==> src/rtl/mac_seq_ctrl_pkg.sv <==
// Shared types and latency constants for the multiply-accumulate sequencer.
package mac_seq_ctrl_pkg;

    localparam int ADDR_W  = 9;
    localparam int CNT_W   = 16;
    localparam int MUL_LAT = 6;
    localparam int ADD_LAT = 2;
    localparam int RD_LAT  = 1;

    typedef enum logic [2:0] {
        IDLE   = 3'd0,
        COEF   = 3'd1,
        STREAM = 3'd2,
        DRAIN  = 3'd3,
        FLUSH  = 3'd4
    } state_t;

    // first: beat belongs to pass 0; last: beat belongs to the final pass.
    typedef struct packed {
        logic              vld;
        logic [ADDR_W-1:0] addr;
        logic              first;
        logic              last;
    } tag_t;

endpackage

==> src/rtl/mac_seq_ctrl_tag_delay.sv <==
// Fixed-depth shift register of beat tags; 'any' flags a valid tag in flight.
module mac_seq_ctrl_tag_delay
    import mac_seq_ctrl_pkg::*;
#(
    parameter int DEPTH = 1
) (
    input  logic clk,
    input  logic rst,
    input  tag_t din,
    output tag_t dout,
    output logic any
);

    tag_t stg [DEPTH];

    always_ff @(posedge clk or posedge rst) begin
        if (rst) begin
            for (int i = 0; i < DEPTH; i++) stg[i] <= '0;
        end else begin
            stg[0] <= din;
            for (int i = 1; i < DEPTH; i++) stg[i] <= stg[i-1];
        end
    end

    always_comb begin
        any = 1'b0;
        for (int i = 0; i < DEPTH; i++) any = any | stg[i].vld;
    end

    assign dout = stg[DEPTH-1];

endmodule

==> src/rtl/mac_seq_ctrl.sv <==
// Sequencer for the dense-dense MAC datapath: one coefficient beat plus cfg_rows
// data beats per pass, with BRAM/adder strobes derived from a tag pipeline.
module mac_seq_ctrl #(
    parameter int ADDR_W  = 9,
    parameter int CNT_W   = 16,
    parameter int MUL_LAT = 6,
    parameter int ADD_LAT = 2,
    parameter int RD_LAT  = 1
) (
    input  logic              clk,
    input  logic              rst,
    input  logic              start,
    input  logic [ADDR_W:0]   cfg_rows,
    input  logic [CNT_W-1:0]  cfg_passes,
    input  logic              in_valid,
    output logic              in_ready,
    output logic              coef_load,
    output logic              rd_en,
    output logic [ADDR_W-1:0] rd_addr,
    output logic              acc_bypass,
    output logic              wr_en,
    output logic [ADDR_W-1:0] wr_addr,
    output logic              out_valid,
    output logic [ADDR_W-1:0] out_addr,
    output logic [CNT_W-1:0]  pass_idx,
    output logic              busy,
    output logic              done
);
    import mac_seq_ctrl_pkg::*;

    // Below this many rows the next pass would read an element before its write lands.
    localparam logic [ADDR_W:0] DRAIN_ROWS = (ADDR_W+1)'(ADD_LAT + RD_LAT + 1);

    state_t            state, next_state;
    logic [ADDR_W:0]   rows_q;
    logic [CNT_W-1:0]  passes_q;
    logic [ADDR_W-1:0] elem_q;
    logic [CNT_W-1:0]  pass_q;
    logic              done_q;

    tag_t in_tag, rd_tag, byp_tag, wr_tag;
    logic rd_any, byp_any, wr_any, pipe_any;
    logic accept, last_elem, last_pass, cfg_zero, start_ok, flush_end, pass_adv;

    assign accept    = in_valid && in_ready;
    assign last_elem = ({1'b0, elem_q} == rows_q - 1'b1);
    assign last_pass = (pass_q == passes_q - 1'b1);
    assign cfg_zero  = (cfg_rows == '0) || (cfg_passes == '0);
    assign start_ok  = (state == IDLE) && start && !done_q;
    assign pipe_any  = rd_any || byp_any || wr_any;
    assign flush_end = wr_tag.vld && wr_tag.last && ({1'b0, wr_tag.addr} == rows_q - 1'b1);
    assign pass_adv  = (next_state == COEF) && ((state == STREAM) || (state == DRAIN));

    always_ff @(posedge clk or posedge rst) begin
        if (rst) state <= IDLE;
        else     state <= next_state;
    end

    always_comb begin
        next_state = state;
        case (state)
            IDLE:   if (start_ok && !cfg_zero) next_state = COEF;
            COEF:   if (accept) next_state = STREAM;
            STREAM: if (accept && last_elem) begin
                        if (last_pass)                next_state = FLUSH;
                        else if (rows_q < DRAIN_ROWS) next_state = DRAIN;
                        else                          next_state = COEF;
                    end
            DRAIN:  if (!pipe_any) next_state = COEF;
            FLUSH:  if (flush_end) next_state = IDLE;
            default: next_state = IDLE;
        endcase
    end

    always_comb begin
        in_ready  = (state == COEF) || (state == STREAM);
        coef_load = (state == COEF) && in_valid;
        busy      = (state != IDLE);
    end

    always_ff @(posedge clk or posedge rst) begin
        if (rst) begin
            rows_q   <= '0;
            passes_q <= '0;
            elem_q   <= '0;
            pass_q   <= '0;
            done_q   <= 1'b0;
        end else begin
            done_q <= (start_ok && cfg_zero) || ((state == FLUSH) && flush_end);
            if (start_ok && !cfg_zero) begin
                rows_q   <= cfg_rows;
                passes_q <= cfg_passes;
                pass_q   <= '0;
            end
            if ((state == COEF) && accept)
                elem_q <= '0;
            else if ((state == STREAM) && accept)
                elem_q <= last_elem ? '0 : elem_q + 1'b1;
            if (pass_adv)
                pass_q <= pass_q + 1'b1;
            else if ((state == FLUSH) && flush_end)
                pass_q <= '0;
        end
    end

    always_comb begin
        in_tag.vld   = (state == STREAM) && accept;
        in_tag.addr  = elem_q;
        in_tag.first = (pass_q == '0);
        in_tag.last  = last_pass;
    end

    // Chained taps: read strobe, adder operand select, then write strobe.
    mac_seq_ctrl_tag_delay #(.DEPTH(MUL_LAT - RD_LAT)) u_rd_dly (
        .clk(clk), .rst(rst), .din(in_tag), .dout(rd_tag), .any(rd_any));
    mac_seq_ctrl_tag_delay #(.DEPTH(RD_LAT)) u_byp_dly (
        .clk(clk), .rst(rst), .din(rd_tag), .dout(byp_tag), .any(byp_any));
    mac_seq_ctrl_tag_delay #(.DEPTH(ADD_LAT)) u_wr_dly (
        .clk(clk), .rst(rst), .din(byp_tag), .dout(wr_tag), .any(wr_any));

    assign rd_en      = rd_tag.vld;
    assign rd_addr    = rd_tag.addr;
    assign acc_bypass = byp_tag.vld && byp_tag.first;
    assign wr_en      = wr_tag.vld;
    assign wr_addr    = wr_tag.addr;
    assign out_valid  = wr_tag.vld && wr_tag.last;
    assign out_addr   = wr_tag.addr;
    assign pass_idx   = pass_q;
    assign done       = done_q;

endmodule

==> config.mk <==
export PLATFORM = sky130hd
export DESIGN_NAME = mac_seq_ctrl
export DESIGN_NICKNAME = d
export VERILOG_FILES = /design/src/rtl/mac_seq_ctrl_pkg.sv /design/src/rtl/mac_seq_ctrl_tag_delay.sv /design/src/rtl/mac_seq_ctrl.sv
export SDC_FILE = /design/constraint.sdc
export NUM_CORES = 1
export LEC_CHECK = 0
export CORE_MARGIN = 4
export CORE_UTILIZATION = 51
export CTS_BUF_LIST = sky130_fd_sc_hd__clkbuf_2 sky130_fd_sc_hd__clkbuf_4 sky130_fd_sc_hd__clkbuf_8
export CTS_CLUSTER_SIZE = 20
export DETAILED_ROUTE_END_ITERATION = 12
export PLACE_DENSITY_LB_ADDON = 0.15
export SYNTH_ARGS = -nofsm -noshare
export SYNTH_HDL_FRONTEND = slang
export SYNTH_SLANG_ARGS = --single-unit
==> constraint.sdc <==
create_clock -name clk -period 6.2 [get_ports clk]
set_input_delay 0.93 -clock clk [delete_from_list [all_inputs] [get_ports clk]]
set_output_delay 0.93 -clock clk [all_outputs]
set_load 0.01 [all_outputs]
==> summary.md <==
| Metric | Value |
|---|---|
| Area taken by multi-input logic gates | between 2000 and 2500 um2 |
| Crit path max fanout | 32 |
| Setup crit start kind | input port |
| Placed insts | about 780 |
| Met2 Resource Use GR | between 20% and 30% |
| Cts repair resizes | 0 |
| Total Power | a little over 3 mW |
| Max Clk Rate | 0.256 GHz |
| Num CTS Buffers | 17 |
| Yosys warns | 0 |
| EDFF count, synth | 0 |
| Site Rows | 40 |
| Ant. Diodes | 0 |
| Initial drt markers | roughly 380 |
| Seq/Total Area, Yosys | between 50% and 60% |
| Post-DP HPWL | approximately 9300 um |
| # Post-CTS Setup Buffers | 0 |
| GR Overflow Total | 0 |
| Port bufs | 80 |
| Root Driver | clkbuf_8 |
| Most frequent cell after synthesis | dfrtp_1 |
| VDD IR max | between 0.00015 and 0.0002 V |
| Final setup viols | 0 |
| Main combinational cell family by area after synthesis | simple AND/OR/NAND/NOR gates |
| Drt total wl | 13300 um |
| Die W | around 120 um |
| Grt met3 use | under 10% |
| Multiplexer share of the synthesized area | under 10% |
| Met1 usage | between 20% and 30% |
| Drc violations | 0 |
| Non-filler cells, final | about 800 |
| Simple-gate share of the synthesized area | 20.2% |
| Final slew viol count | 0 |
| Main area contributors after synthesis | dfrtp_1, nand2_1, buf_4 |
| Via/cell ratio | approximately 5.5 |
| GR peak layer | met1 |
| Initial antenna violation count | 0 |
| CP Data Required Time | 6.59 ns |
| Synth Area in XOR/XNOR | around 6.2% |
| Register bit total from synthesis | around 150 |
| Adder-cell share of the synthesized area | less than 1% |
| GP Congestion | between 0.8 and 0.9 |
| # nets final | 669 |
| Die ar. | between 10000 and 15000 um2 |
| Max_cap viols | 0 |
| Post-synthesis cell count | between 500 and 600 |
| Vias | roughly 4400 |
| Crit path DAT | 4.31 ns |
| Max Buffers Root-to-Sink | 2 |
| Drt first pass iters | 4 |
| CTS tree | yes |
| RSZ-0062 raised after global routing | no |
| Period Utilization, post-route | 63.1% |
| Clock Skews | just over 0.01 ns |
| Routed WL per cell | approximately 16 um |
| Async SR Flop Fraction | between 90% and 100% |
| Clock sink count | approximately 150 |
| Power per cell area | between 400 and 500 nW/um2 |
| Initial core utilization | about 53% |
| Hold WC Path Type | reg2reg |
| I/O pins | 81 |
| Synth area leader | dfrtp_1 |
| Leak | 3.50 nW |
| Synth Flop Type | dfrtp_1 |
| Layout cells sized above 1 | between 8 and 9% |
| Filler instances | about 990 |
| Area of the core | between 10000 and 15000 um2 |
| Final Hold Vio Count | 0 |
| Synth cell count leaders | dfrtp_1, nand2_1, buf_4 |
| Critical Path Sink Type | flop |
| Slew at the pin closest to its max-slew limit | slightly above 0.9 ns |
| Reg area | between 3000 and 4000 um2 |
| Top-area cell type share of the netlist area | a little under three fifths |
| Antenna-violating nets left | 0 |
| Largest net degree at the start of global routing | around 100 |
| Worst skew pair latency | around 0.45 ns |
| Syn avg cell area | ~11 um2 |
| GRT Total Usage | 19.4% |
| Max transition margin | 39.7% |
| Setup CP Type | in2reg |
| Clock Pin Slew Worst Setup and Hold Paths | approximately 0.080 ns |
| Cts hold-fix bufs | 0 |
| Setup TNS | 0 ns |
| Synth-to-layout area growth | 17.5% |
| Die H | between 100 and 150 um |
| Yosys cell types | 66 |
| Number of global-route vias before repair | 4424 |
| First-pass GRT wire length | roughly 22000 um |
| H-tree depth | 4 |
| Status | finished, final reports clean |
| Synthesized cell area | 6500 um2 |
| Post-layout min period | roughly 4 ns |
| Synth Area in Compound Gates | 7.74% |
| Synth Net Count | between 600 and 700 |
-- cells by family after synthesis --
group                      count (synthesis)
AOI/OAI and AO/OA                         70
buffers and inverters                     68
xor gates and xnor gates                  43
adders and majority gates                  5
and+or+nand+nor                          242
DFF                                      149
muxes                                     11
-- flip-flops by register name (all words and copies together) (netlist names), 3 cells and up --
signal,cells
rows_q,10
pass_idx,16
u_wr_dly.stg,11
state,3
u_rd_dly.stg,48
passes_q,16
elem_q,9
u_wr_dly.dout,11
u_rd_dly.dout,12
u_byp_dly.dout,11
-- power by group --
group	internal, mW	leakage, nW	switching [mW]
clock network	0.425	0.211	0.369
registers	1.14	2.00	0.208
logic	0.413	1.29	0.498
total	1.98	3.50	1.08
-- metrics by stage --
step / hold WS [ns] / util, % / setup WS (ns) / cell area (um2)
global placement: 0.331 / 58.7 / 1.96 / 7200
CTS: 0.352 / 62.3 / 2.34 / 7630
floorplan: 0.331 / - / 1.26 / 6500
detailed placement: 0.335 / 58.7 / 1.88 / 7200
global route: 0.355 / 62.3 / 1.98 / 7630
finish: 0.350 / 62.3 / 2.29 / 7630
-- metal layers --
metal / wire, um / vias to the layer above
li1: - / 2106
met1: 6390 / 2162
met2: 5710 / 151
met3: 847 / 30
met4: 310 / 0
met5: 0 / -
-- worst paths after layout --
path	from	to	slack [ns]	depth (start not counted)
worst min-delay path	u_rd_dly.stg[41]$_DFF_PP0_	u_rd_dly.stg[29]$_DFF_PP0_	0.35	0
worst max register to register	passes_q[0]$_DFFE_PP0P_	pass_idx[8]$_DFFE_PP0P_	2.32	11
worst min register to register	u_rd_dly.stg[41]$_DFF_PP0_	u_rd_dly.stg[29]$_DFF_PP0_	0.35	0
max in group asynchronous	rst	u_wr_dly.dout[2]$_DFF_PP0_	3.99	3
min in group asynchronous	rst	u_byp_dly.dout[1]$_DFF_PP0_	1.04	2
worst max-delay path	cfg_rows[7]	pass_idx[0]$_DFFE_PP0P_	2.29	9
-- worst max-delay path, stage by stage --
cell and delay (ns):
clkdlybuf4s50_1 0.43, or4_1 0.52, o41ai_1 0.39, or3_1 0.67
inv_1 0.08, buf_4 0.26, a31oi_1 0.40, o21a_2 0.40
mux2_2 0.21
-- cell type report --
class / count / area share (%)
clock buffer: 19 / 3.43
clock inverter: 13 / 2.26
inverter: 13 / 0.705
multi-input combinational: 371 / 31.3
sequential: 149 / 48.8
tap: 168 / 2.75
timing repair buffer: 82 / 10.7
-- cells in the final DEF, fill, tap and decap left out, types with 3 or more instances in the layout --
cell,count
a211o_1,5
a211oi_1,3
a21oi_1,6
a221o_1,6
a31oi_1,3
and2_1,6
and3_1,11
bufinv_16,3
clkbuf_8,19
clkdlybuf4s50_1,80
clkinv_4,3
clkinvlp_4,3
dfrtp_1,149
ha_1,5
inv_1,12
inv_6,3
mux2i_1,10
nand2_1,91
nand2b_1,4
nand3_1,13
nand3b_1,3
nand4_1,5
nor2_1,25
nor2b_1,8
nor3_1,17
nor3b_1,5
nor4_1,12
nor4b_1,9
o21ai_0,24
o31ai_1,3
or3_1,6
or4_1,6
xnor2_1,20
xor2_1,21
Power figures use the tool's default switching activity.
